`src/rtl/bidir_link_ctrl.sv`:
```
// Half-duplex single-wire UART-style link: one shared pad, 8N1 frames, receive has priority,
// and a guard time after each transmit before the line can be listened to again.
module bidir_link_ctrl #(
    parameter int CLKS_PER_BIT = 8,
    parameter int TURN_BITS    = 2
) (
    input  logic       clk,
    input  logic       rst,
    input  logic [7:0] tx_data,
    input  logic       tx_valid,
    output logic       tx_ready,
    output logic [7:0] rx_data,
    output logic       rx_valid,
    output logic       rx_err,
    output logic       pad_out,
    output logic       pad_oe,
    input  logic       pad_in,
    output logic [2:0] dbg_state_o
);
    // tx handshake: a byte moves on a clk edge where tx_valid and tx_ready are both 1;
    // tx_valid must stay high with stable tx_data until that edge.

    typedef enum logic [2:0] {
        S_IDLE     = 3'd0,
        S_TX_START = 3'd1,
        S_TX_DATA  = 3'd2,
        S_TX_STOP  = 3'd3,
        S_TURN     = 3'd4,
        S_RX_START = 3'd5,
        S_RX_DATA  = 3'd6,
        S_RX_STOP  = 3'd7
    } state_t;

    localparam int CW = (CLKS_PER_BIT > 1) ? $clog2(CLKS_PER_BIT) : 1;
    localparam logic [CW-1:0] CNT_LAST  = CW'(CLKS_PER_BIT - 1);
    localparam logic [CW-1:0] HALF_LAST = CW'(CLKS_PER_BIT / 2 - 1);
    localparam logic [3:0]    TURN_LAST = 4'(TURN_BITS - 1);

    state_t        state_q, state_d;
    logic [CW-1:0] cnt_q, cnt_d;
    logic [2:0]    bit_q, bit_d;
    logic [3:0]    turn_q, turn_d;
    logic [7:0]    tx_buf_q, tx_buf_d;
    logic [7:0]    rx_shift_q, rx_shift_d;
    logic [7:0]    rx_data_q, rx_data_d;
    logic          rx_wait_q, rx_wait_d;
    logic          pad_out_q, pad_out_d;
    logic          pad_oe_q, pad_oe_d;
    logic          rx_valid_q, rx_valid_d;
    logic          rx_err_q, rx_err_d;
    logic          sync1_q, sync2_q, line_prev_q;

    logic line;
    logic cnt_last;
    logic start_edge;

    assign line       = sync2_q;
    assign cnt_last   = (cnt_q == CNT_LAST);
    assign start_edge = line_prev_q & ~line & ~pad_oe_q;

    always_ff @(posedge clk or posedge rst) begin
        if (rst) begin
            state_q     <= S_IDLE;
            cnt_q       <= '0;
            bit_q       <= '0;
            turn_q      <= '0;
            tx_buf_q    <= '0;
            rx_shift_q  <= '0;
            rx_data_q   <= '0;
            rx_wait_q   <= 1'b0;
            pad_out_q   <= 1'b1;
            pad_oe_q    <= 1'b0;
            rx_valid_q  <= 1'b0;
            rx_err_q    <= 1'b0;
            sync1_q     <= 1'b1;
            sync2_q     <= 1'b1;
            line_prev_q <= 1'b1;
        end else begin
            state_q     <= state_d;
            cnt_q       <= cnt_d;
            bit_q       <= bit_d;
            turn_q      <= turn_d;
            tx_buf_q    <= tx_buf_d;
            rx_shift_q  <= rx_shift_d;
            rx_data_q   <= rx_data_d;
            rx_wait_q   <= rx_wait_d;
            pad_out_q   <= pad_out_d;
            pad_oe_q    <= pad_oe_d;
            rx_valid_q  <= rx_valid_d;
            rx_err_q    <= rx_err_d;
            sync1_q     <= pad_in;
            sync2_q     <= sync1_q;
            line_prev_q <= sync2_q;
        end
    end

    always_comb begin
        state_d    = state_q;
        cnt_d      = cnt_q + 1'b1;
        bit_d      = bit_q;
        turn_d     = turn_q;
        tx_buf_d   = tx_buf_q;
        rx_shift_d = rx_shift_q;
        rx_data_d  = rx_data_q;
        rx_wait_d  = rx_wait_q;
        case (state_q)
            S_IDLE: begin
                cnt_d  = '0;
                bit_d  = '0;
                turn_d = '0;
                // A start edge beats a pending transmit; the request simply waits.
                if (start_edge) begin
                    state_d = S_RX_START;
                end else if (tx_valid) begin
                    state_d  = S_TX_START;
                    tx_buf_d = tx_data;
                end
            end
            S_TX_START: begin
                if (cnt_last) begin
                    state_d = S_TX_DATA;
                    cnt_d   = '0;
                    bit_d   = '0;
                end
            end
            S_TX_DATA: begin
                if (cnt_last) begin
                    cnt_d = '0;
                    if (bit_q == 3'd7) state_d = S_TX_STOP;
                    else               bit_d   = bit_q + 3'd1;
                end
            end
            S_TX_STOP: begin
                if (cnt_last) begin
                    state_d = S_TURN;
                    cnt_d   = '0;
                    turn_d  = '0;
                end
            end
            S_TURN: begin
                if (cnt_last) begin
                    cnt_d = '0;
                    if (turn_q == TURN_LAST) state_d = S_IDLE;
                    else                     turn_d  = turn_q + 4'd1;
                end
            end
            S_RX_START: begin
                if (cnt_q == HALF_LAST) begin
                    cnt_d   = '0;
                    bit_d   = '0;
                    state_d = line ? S_IDLE : S_RX_DATA;
                end
            end
            S_RX_DATA: begin
                if (cnt_last) begin
                    cnt_d      = '0;
                    rx_shift_d = {line, rx_shift_q[7:1]};
                    if (bit_q == 3'd7) state_d = S_RX_STOP;
                    else               bit_d   = bit_q + 3'd1;
                end
            end
            S_RX_STOP: begin
                // After a bad stop bit, hold here until the line is released.
                if (rx_wait_q) begin
                    cnt_d = '0;
                    if (line) begin
                        state_d   = S_IDLE;
                        rx_wait_d = 1'b0;
                    end
                end else if (cnt_last) begin
                    cnt_d = '0;
                    if (line) begin
                        rx_data_d = rx_shift_q;
                        state_d   = S_IDLE;
                    end else begin
                        rx_wait_d = 1'b1;
                    end
                end
            end
            default: state_d = S_IDLE;
        endcase
    end

    // Pad outputs are registered from the next state, so they change on the same edge as it.
    always_comb begin
        pad_oe_d   = (state_d == S_TX_START) || (state_d == S_TX_DATA) || (state_d == S_TX_STOP);
        pad_out_d  = 1'b1;
        rx_valid_d = 1'b0;
        rx_err_d   = 1'b0;
        if (state_d == S_TX_START) pad_out_d = 1'b0;
        if (state_d == S_TX_DATA)  pad_out_d = tx_buf_d[bit_d];
        if ((state_q == S_RX_STOP) && !rx_wait_q && cnt_last) begin
            rx_valid_d = line;
            rx_err_d   = ~line;
        end
    end

    assign tx_ready    = (state_q == S_IDLE);
    assign rx_data     = rx_data_q;
    assign rx_valid    = rx_valid_q;
    assign rx_err      = rx_err_q;
    assign pad_out     = pad_out_q;
    assign pad_oe      = pad_oe_q;
    assign dbg_state_o = state_q;

endmodule

```
`config.mk`:
```
export PLATFORM = sky130hd
export DESIGN_NAME = bidir_link_ctrl
export DESIGN_NICKNAME = d
export VERILOG_FILES = /design/src/rtl/bidir_link_ctrl.sv
export SDC_FILE = /design/constraint.sdc
export NUM_CORES = 1
export LEC_CHECK = 0
export CORE_UTILIZATION = 49
export DETAILED_ROUTE_END_ITERATION = 6
export HOLD_SLACK_MARGIN = 0.06
export PLACE_DENSITY = 0.75
export SLEW_MARGIN = 20
export SYNTH_ARGS = -nofsm -noshare
export SYNTH_HDL_FRONTEND = slang
export SYNTH_SLANG_ARGS = --single-unit
export TNS_END_PERCENT = 30
```
`constraint.sdc`:
```
create_clock -name clk -period 2.4 [get_ports clk]
set_input_delay 0.48 -clock clk [delete_from_list [all_inputs] [get_ports clk]]
set_output_delay 0.48 -clock clk [all_outputs]
set_load 0.02 [all_outputs]
```
==> metrics.md <==
| Metric | Value |
|---|---|
| Ant diodes | 0 |
| Core outline area | 0.004354 mm² |
| Post-synth top flop | dfrtp_1 |
| Fmax | 432.1 MHz |
| Per-cell routed wire length | 15.94 µm |
| Min-delay worst type | reg -> reg |
| Final-report hold violation count | 0 |
| Syn Std Cell Area | 0.002215 mm² |
| Final worst-path setup slack | 85.54 ps |
| RSZ-0062 raised after global routing | true |
| Slew headroom | 60.22% |
| Setup TNS | 0 ps |
| Mapped Cells | 181 |
| Place WS | -21.13 ps |
| Seq/Total Area, Yosys | 51.07% |
| Num rows | 24 |
| Crit path launch type | register |
| Total number of vias | 1537 |
| Clock Latency Late Sink | 300 ps |
| Sink Count | 45 |
| Syn avg cell area | 12.24 µm² |
| Largest buffer count on any clock path | 2 |
| Setup violators final | 0 |
| IO Pins | 28 |
| Largest area contributor in the synthesized netlist | dfrtp_1 |
| Initial antenna violation count | 0 |
| Root buffer cell | clkbuf_8 |
| WS Path Type | reg -> reg |
| Period utilization | 96.44% |
| Die area | 0.004793 mm² |
| P&R area growth vs syn | 26.84% |
| Ys Warns | 0 |
| Yosys reg bits | 45 |
| Worst hold stages | 0 |
| Total Wirelength | 4414 µm |
| Tightest Pin Transition | 596.0 ps |
| Hpwl dp | 3217 µm |
| Grt total ovfl | 0 |
| Via density | 5.549 |
| Hold-fix buffer count after cts | 0 |
| Num CTS Buffers | 5 |
| Post-route ant nets | 0 |
| CTS clock-pin slew for the worst setup and hold paths | 80 ps |
| Vias in the first global route | 1603 |
| Layout cell share with drive strength beyond 1 | 30.22% |
| Worst-path fanout max | 4 |
| WP data required | 2610 ps |
| Gr usage total | 19.58% |
| Drt initial violations | 89 |
| Length in cells of the worst reg-to-reg path | 9 |
| Synth area leaders | dfrtp_1 (46%), mux2_2 (13%), ha_1 (5.1%), dfstp_2 (4.7%), nor2_1 (2.0%) |
| Chip Width | 69.23 µm |
| Number of synthesized flops with an enable pin | 0 |
| CTS tree | yes |
| Minimum clock period | 2314 ps |
| H-tree levels | 2 |
| Clock Skew | 4.967 ps |
| Chip height | 69.23 µm |
| Max VDD drop | 0.4337 mV |
| Final Wtd Congestion | 0.9090 |
| Drt drc | 0 |
| IO buf count | 27 |
| Leakage | 1.292 nW |
| Max_cap viols | 0 |
| Pin count of the biggest net entering global routing | 33 |
| Net Count, Synth | 202 |
| Max Transition Viols Final | 0 |
| Fill count | 312 |
| First-pass GRT wire length | 7417 µm |
| Most frequent cells in the layout | dfrtp_1 (41), clkdlybuf4s50_1 (27), mux2_2 (24) |
| Ys async rst share | 100.0% |
| Starting density of the core | 50.86% |
| Status | finished clean |
| Pwr dens | 494.1 mW/mm² |
| Netlist cell types | 49 |
| Commonest non-fill, non-tap cell in the layout | dfrtp_1 |
| First-pass DRT Iterations | 4 |
| Share of the synthesized area in the top cell type | 46.33% |
| WP data arrival | 2520 ps |
| Final Net Count | 245 |
| Critical Path End Type | register |
[state kept, by name, summed over array words and instances (netlist names)]
register / count
cnt_q: 3
line: 1
rx_valid: 1
pad_out: 1
sync1_q: 1
line_prev_q: 1
turn_q: 4
dbg_state_o: 3
bit_q: 3
rx_err: 1
pad_oe: 1
tx_buf_q: 8
rx_wait_q: 1
rx_data: 8
rx_shift_q: 8
[synthesized netlist by cell type (all sizes together), types with 2 or more instances]
library cell  instances
nor3b                 3
nor2b                 3
nand3                 4
nor2                 12
nand2b                2
nand2                 6
o22a                  2
nor3                  5
a21oi                 9
inv                  10
and3                  3
mux2i                 2
o21ai                 5
a311oi                2
o211ai                3
xnor2                 2
buf                   5
a211o                 2
mux2                 26
dfrtp                41
and4                  2
xor2                  2
dfstp                 4
ha                    9
[where the power goes]
part,internal (mW),total [mW],switching [mW]
clock,0.338,0.585,0.247
sequential,0.762,0.765,0.00288
combinational,0.0198,0.0379,0.0181
total,1.12,1.39,0.268
[final timing paths]
path | startpoint | endpoint | slack [ps]
worst max register to register | cnt_q[0]$_DFF_PP0_ | pad_out$_DFF_PP1_ | 90
worst min-delay path | sync1_q$_DFF_PP1_ | line$_DFF_PP1_ | 360
worst max-delay path | cnt_q[0]$_DFF_PP0_ | pad_out$_DFF_PP1_ | 90
min in group asynchronous | rst | tx_buf_q[7]$_DFF_PP0_ | 560
max in group asynchronous | rst | line$_DFF_PP1_ | 1210
worst min register to register | sync1_q$_DFF_PP1_ | line$_DFF_PP1_ | 360
[metrics by stage]
step	hold slack (ps)	utilization [%]	cells	cell area, µm²	power [mW]
finish	359.5	64.51	277	2809	1.388
CTS	359.7	62.76	274	2733	1.408
global placement	345.9	59.77	265	2603	0.8169
global route	366.2	64.51	277	2809	1.434
detailed placement	347.0	59.77	265	2603	0.8189
floorplan	345.2	-	181	2215	0.7908
[routing by layer]
| layer | up-vias | track usage [%] | part of all wire (%) |
|---|---|---|---|
| met3 | 5 | 4.942 | 4.2 |
| met5 | - | 0 | 0 |
| met2 | 31 | 32.79 | 50 |
| met1 | 764 | 24.98 | 45 |
| met4 | 0 | 6.122 | 0.86 |
| li1 | 737 | - | - |
[cell families after synthesis]
kind of cell / Yosys count / synth area share (%)
AND/OR/NAND/NOR: 48 / 13.33
flip-flops: 45 / 51.07
AO/OA/AOI/OAI: 31 / 11.19
multiplexers: 28 / 14.12
buffers and inverters: 16 / 3.616
adder cells (fa/ha/maj): 9 / 5.085
XOR/XNOR: 4 / 1.582
[area by class of cell]
type	count	area (µm²)	area share, %
Clock buffer	6	82.58	2.940
Clock inverter	2	37.54	1.336
Inverter	10	37.54	1.336
Multi-Input combinational cell	120	1052	37.46
Sequential cell	45	1131	40.27
Tap cell	52	65.06	2.316
Timing Repair Buffer	42	402.9	14.34
[worst max-delay path, cell delays in order (launching register included)]
cell and delay [ps]:
dfrtp_1 410, ha_4 190, ha_4 160, and4b_1 200, a211o_1 330, a21oi_4 220
buf_6 130, mux2_4 280, o211ai_1 190, o211ai_1 120
[repair_timing]
item,4_1_cts,5_1_grt
buffers inserted,1,3
resized for setup,1,12
pin swaps,1,7
endpoints found under the setup margin,1,1
Note: power is estimated with default switching activity, not from simulation.
